$ cat src/rtl/wb_arb2.sv
// wb_arb2 -- two-master, single-slave Wishbone arbiter in front of the on-chip RAM.
//
// Master 0 is the CPU instruction bus, master 1 the CPU data bus. A master is granted for a
// whole bus cycle (while its cyc stays high). Ties in IDLE go to the master that did not win
// last. A granted strobe that waits TIMEOUT cycles without a slave ack is terminated with a
// one-cycle err pulse to that master, and the arbiter returns to IDLE.
//
// Ports:
//   wb_clk_i, wb_rst_i        clock, asynchronous active-high reset
//   m{0,1}_cyc_i/stb_i/we_i   master cycle / strobe / write enable
//   m{0,1}_sel_i [3:0]        master byte selects
//   m{0,1}_adr_i [31:0]       master address
//   m{0,1}_dat_i [31:0]       master write data
//   m{0,1}_dat_o [31:0]       master read data (slave data passed straight through)
//   m{0,1}_ack_o              master ack (only the granted master sees it)
//   m{0,1}_err_o              master timeout error (registered, one-cycle pulse)
//   s_cyc_o/stb_o/we_o        slave cycle / strobe / write enable
//   s_sel_o [3:0]             slave byte selects
//   s_adr_o [31:0]            slave address
//   s_dat_o [31:0]            slave write data
//   s_dat_i [31:0]            slave read data
//   s_ack_i                   slave ack
//
// TIMEOUT must fit the counter: 2**CNT_W > TIMEOUT.

module wb_arb2 #(
  parameter int unsigned TIMEOUT = 255,
  parameter int unsigned CNT_W   = 8
) (
  input  logic        wb_clk_i,
  input  logic        wb_rst_i,

  input  logic        m0_cyc_i,
  input  logic        m0_stb_i,
  input  logic        m0_we_i,
  input  logic [3:0]  m0_sel_i,
  input  logic [31:0] m0_adr_i,
  input  logic [31:0] m0_dat_i,
  output logic [31:0] m0_dat_o,
  output logic        m0_ack_o,
  output logic        m0_err_o,

  input  logic        m1_cyc_i,
  input  logic        m1_stb_i,
  input  logic        m1_we_i,
  input  logic [3:0]  m1_sel_i,
  input  logic [31:0] m1_adr_i,
  input  logic [31:0] m1_dat_i,
  output logic [31:0] m1_dat_o,
  output logic        m1_ack_o,
  output logic        m1_err_o,

  output logic        s_cyc_o,
  output logic        s_stb_o,
  output logic        s_we_o,
  output logic [3:0]  s_sel_o,
  output logic [31:0] s_adr_o,
  output logic [31:0] s_dat_o,
  input  logic [31:0] s_dat_i,
  input  logic        s_ack_i
);

  typedef enum logic [1:0] {
    StIdle = 2'd0,
    StGnt0 = 2'd1,
    StGnt1 = 2'd2
  } state_e;

  localparam logic [CNT_W-1:0] CntLimit = CNT_W'(TIMEOUT - 1);

  state_e           state_q, state_d;
  logic             last_q, last_d;     // master granted most recently; loser of next tie
  logic [CNT_W-1:0] cnt_q, cnt_d;
  logic             m0_err_q, m0_err_d;
  logic             m1_err_q, m1_err_d;

  logic             granted;
  logic             waiting;            // granted strobe outstanding, no ack this cycle
  logic             expire;             // last waiting cycle before the timeout fires

  // ---------------------------------------------------------------------------
  // State register
  // ---------------------------------------------------------------------------
  always_ff @(posedge wb_clk_i or posedge wb_rst_i) begin
    if (wb_rst_i) begin
      state_q  <= StIdle;
      last_q   <= 1'b1;
      cnt_q    <= '0;
      m0_err_q <= 1'b0;
      m1_err_q <= 1'b0;
    end else begin
      state_q  <= state_d;
      last_q   <= last_d;
      cnt_q    <= cnt_d;
      m0_err_q <= m0_err_d;
      m1_err_q <= m1_err_d;
    end
  end

  // ---------------------------------------------------------------------------
  // Timeout qualification
  // ---------------------------------------------------------------------------
  assign granted = (state_q != StIdle);
  // An ack in the limit cycle clears waiting, so ack wins over err.
  assign waiting = granted & s_cyc_o & s_stb_o & ~s_ack_i;
  assign expire  = waiting & (cnt_q == CntLimit);

  // ---------------------------------------------------------------------------
  // Next-state logic
  // ---------------------------------------------------------------------------
  always_comb begin
    state_d  = state_q;
    last_d   = last_q;
    cnt_d    = '0;
    m0_err_d = 1'b0;
    m1_err_d = 1'b0;

    if (waiting && !expire) begin
      cnt_d = cnt_q + CNT_W'(1);
    end

    unique case (state_q)
      StIdle: begin
        if (m0_cyc_i && m1_cyc_i) begin
          if (last_q) begin
            state_d = StGnt0;
            last_d  = 1'b0;
          end else begin
            state_d = StGnt1;
            last_d  = 1'b1;
          end
        end else if (m0_cyc_i) begin
          state_d = StGnt0;
          last_d  = 1'b0;
        end else if (m1_cyc_i) begin
          state_d = StGnt1;
          last_d  = 1'b1;
        end
      end
      StGnt0: begin
        m0_err_d = expire;
        if (!m0_cyc_i || expire) begin
          state_d = StIdle;
        end
      end
      StGnt1: begin
        m1_err_d = expire;
        if (!m1_cyc_i || expire) begin
          state_d = StIdle;
        end
      end
      default: begin
        state_d = StIdle;
      end
    endcase
  end

  // ---------------------------------------------------------------------------
  // Output logic: slave-side mux and response routing, decoded from state only
  // ---------------------------------------------------------------------------
  always_comb begin
    s_cyc_o  = 1'b0;
    s_stb_o  = 1'b0;
    s_we_o   = 1'b0;
    s_sel_o  = 4'h0;
    s_adr_o  = 32'h0;
    s_dat_o  = 32'h0;
    m0_ack_o = 1'b0;
    m1_ack_o = 1'b0;

    unique case (state_q)
      StGnt0: begin
        s_cyc_o  = m0_cyc_i;
        s_stb_o  = m0_stb_i;
        s_we_o   = m0_we_i;
        s_sel_o  = m0_sel_i;
        s_adr_o  = m0_adr_i;
        s_dat_o  = m0_dat_i;
        m0_ack_o = s_ack_i;
      end
      StGnt1: begin
        s_cyc_o  = m1_cyc_i;
        s_stb_o  = m1_stb_i;
        s_we_o   = m1_we_i;
        s_sel_o  = m1_sel_i;
        s_adr_o  = m1_adr_i;
        s_dat_o  = m1_dat_i;
        m1_ack_o = s_ack_i;
      end
      default: begin
      end
    endcase
  end

  assign m0_dat_o = s_dat_i;
  assign m1_dat_o = s_dat_i;
  assign m0_err_o = m0_err_q;
  assign m1_err_o = m1_err_q;

endmodule

$ cat config.mk
export PLATFORM = sky130hd
export DESIGN_NAME = wb_arb2
export DESIGN_NICKNAME = d
export VERILOG_FILES = /design/src/rtl/wb_arb2.sv
export SDC_FILE = /design/constraint.sdc
export NUM_CORES = 1
export LEC_CHECK = 0
export ABC_AREA = 1
export BUFFER_PORTS_ARGS = -buffer_cell sky130_fd_sc_hd__buf_4
export CAP_MARGIN = 40
export CORE_AREA = 2 2 123 125
export DETAILED_ROUTE_END_ITERATION = 16
export DIE_AREA = 0 0 125 127
export GPL_TIMING_DRIVEN = 0
export HOLD_SLACK_MARGIN = 0.05
export RECOVER_POWER = 100
export SLEW_MARGIN = 10
export SYNTH_ARGS = -nofsm -noshare
export SYNTH_HDL_FRONTEND = slang
export SYNTH_SLANG_ARGS = --single-unit
$ cat constraint.sdc
create_clock -name wb_clk_i -period 4.4 [get_ports wb_clk_i]
set_input_delay 0.66 -clock wb_clk_i [delete_from_list [all_inputs] [get_ports wb_clk_i]]
set_output_delay 0.66 -clock wb_clk_i [all_outputs]
set_load 0.01 [all_outputs]
==> flow_summary.yaml <==
status:
  outcome: "finished, final reports clean"
power_and_ir_drop:
  p_switching_uw: 802.5
  swShare_pct: 56.58
  power_uw: 1418
  leakage_uw: 0.001878
  seqPwrFrac_pct: 10.0
  ir_drop_mv: 0.1235
  power_frac_clock_pct: 12.3
  internal-power_uw: 615.9
  p_comb_share_pct: 77.7
  p_per_area_mw_per_mm2: 344.7
global_route:
  antenna_found_initial: 0
  grt_pass1_vias: 3157
  grt_overflow: 0
  grt_usage_pct: 13.68
  grt_pass1_wl_um: 17600
  grt_max_degree: 14
cts:
  cts_tree: "done"
  htree_levels: 1
  cts_buffers: 3
  clock_path_buffers: 2
  path_clk_slew_ns: 0.05
  cts.sinks: 13
  post_cts_resized: 0
  insertion_delay_ns: 0.24
  cts_root_buf: "clkbuf_16"
  holdBufCountCts: 0
  post_cts_buffers: 0
detailed_routing:
  vias_per_cell: 3.950
  drc: 0
  antenna_left: 0
  vias: 3397
  wire_per_inst_um: 14.23
  routed_wl_um: 12240
  first_pass_iters: 4
  drt-initial-drc-count: 135
synth:
  ys_types: 25
  syn_area_mm2: 0.002238
  avgSynthCellArea_um2: 5.754
  ys_ff_latch: 13
  synth_nets: 571
  synth_warnings: 0
  synth-seq-area-share_pct: 14.59
  synthCells: 389
sta:
  setup_violations: 0
  relSlewSlack_pct: 25.88
  timing.final.crit_share_pct: 69.60
  worstMarginPinSlew_ns: 1.100
  hold_viol_final: 0
  min_period_ns: 3.062
  clock-skew-final_ns: 0.003961
  timing_max_transition_violations_final: 0
  rsz0062_at_grt: "no"
  fin_ws_ns: 1.338
  fmax_mhz: 326.5
  tns_ns: 0
floorplan:
  dieHeight_um: 127
  coreArea_mm2: 0.01442
  io_pins: 316
  fp-row-count: 44
  die_w_um: 125
  start_util_pct: 15.52
  dieArea_mm2: 0.01588
final_layout:
  antenna-diode-count: 0
  finalCoreUtilization_pct: 28.53
  drive_above_1_share_pct: 33.28
  synthToLayoutAreaGrowth_pct: 83.85
  nets: 859
setup_path:
  cp.required_ns: 3.74
  crit_path_start: "state_q[0]$_DFFE_PP0P_"
  cp.arrival_ns: 2.40
  path_class: "flop to output pin"
  setup.worst_path.start_class: "flop"
  r2r_start: "state_q[0]$_DFFE_PP0P_"
  endpoint_kind: "output pin"
  crit_fanout: 10
place:
  io_buffers: 283
  dp_slack_ns: 1.938
  dp_hpwl_um: 10410
  gp_congestion: 0.8303
hold_path:
  min_path_type: "input port to asynchronous set/reset pin"
job:
  maxCapViolCount: 0
[worst max-delay path: stages (launching register included)]
cell and delay, ns:
dfrtp_1 0.40, inv_1 0.09, ha_1 0.14, clkbuf_1 0.52, clkbuf_1 0.48, nand2_1 0.09, a21oi_1 0.20, clkbuf_1 0.24
[kinds of logic after synthesis]
group                      count (synthesis)  share of synthesized area [%]
DFF                                       13                          14.59
adders and majority gates                  5                          2.795
AOI/OAI and AO/OA                         78                          17.94
buffers and inverters                    105                          28.68
and+or+nand+nor                          187                          35.61
xor gates and xnor gates                   1                         0.3914
[power by group through the flow]
stage / Combinational, uW / Clock [uW] / Sequential, uW
final: 1100 / 174 / 142
after global routing: 1230 / 186 / 144
after CTS: 1310 / 179 / 142
after detailed placement: 1310 / 0 / 143
after global placement: 1310 / 0 / 143
after floorplan: 661 / 0 / 141
[path summary, 6_finish.rpt]
path,end,slack (ns),cells after the start
min,m1_err_o$_DFF_PP0_,0.44,2
max in group asynchronous,last_q$_DFFE_PP1P_,3.60,2
max,s_dat_o[31],1.34,7
min reg2reg,last_q$_DFFE_PP1P_,0.48,2
max reg2reg,cnt_q[3]$_DFF_PP0_,1.88,9
min in group wb_clk_i,last_q$_DFFE_PP1P_,0.48,2
[layer usage]
metal	global-route usage, %	part of all wire, %	up-vias
met2	25.42	52	149
met1	17.10	41	1512
met4	0.8497	0.24	0
met3	2.764	7.0	2
met5	0	0	-
li1	-	-	1734
[through the flow]
stage          std cells  hold WS (ns)  area [um2]
6_report             860        0.4429        4115
5_1_grt              860        0.4971        4115
4_1_cts              860        0.4641        4673
3_5_place_dp         856        0.4765        4593
3_3_place_gp         856        0.4719        4593
2_1_floorplan        389        0.4529        2238
[flip-flops by register name (all words and copies together) (netlist names)]
| name | flops |
|---|---|
| m1_err_o | 1 |
| last_q | 1 |
| m0_err_o | 1 |
| state_q | 2 |
| cnt_q | 8 |
[Yosys cell counts]
cell | n | share of area, %
ha_1 | 5 | 2.8
nand2_2 | 4 | 1.1
and3_1 | 1 | 0.28
nand4_1 | 1 | 0.28
dfstp_2 | 1 | 1.2
nand2_1 | 158 | 26
nand2_4 | 3 | 1.5
o21ai_4 | 1 | 0.73
a21oi_1 | 74 | 17
xnor2_1 | 1 | 0.39
nor2_2 | 1 | 0.28
nand4_2 | 1 | 0.56
nor3b_2 | 2 | 1.1
nand3_1 | 1 | 0.22
nor3_2 | 1 | 0.45
inv_1 | 17 | 2.9
nor2_1 | 11 | 1.8
inv_2 | 1 | 0.17
buf_4 | 66 | 22
o21ai_0 | 3 | 0.67
clkbuf_1 | 21 | 3.5
nor2_8 | 1 | 0.89
nand3b_1 | 1 | 0.34
dfrtp_1 | 12 | 13
nor3_1 | 1 | 0.22
[area by class of cell]
type | count | area (um2)
fillers | 1744 | 10310
repair buffers | 283 | 1614
multi-input cells | 271 | 1230
plain buffers | 87 | 566.8
flip-flops and latches | 13 | 326.6
well taps | 184 | 230.2
clock buffers | 3 | 75.07
inverters | 18 | 67.56
clock inverters | 1 | 5.005
[cell usage in the layout, fill, tap and decap left out, types with 3 or more instances in the layout]
| cell | instances |
|---|---|
| clkbuf_1 | 159 |
| inv_1 | 18 |
| nand2_1 | 161 |
| dfrtp_1 | 12 |
| buf_4 | 210 |
| a21oi_1 | 74 |
| clkbuf_16 | 3 |
| ha_1 | 5 |
| o21ai_0 | 4 |
| nor2_1 | 12 |
Note: power is estimated with default switching activity, not from simulation.
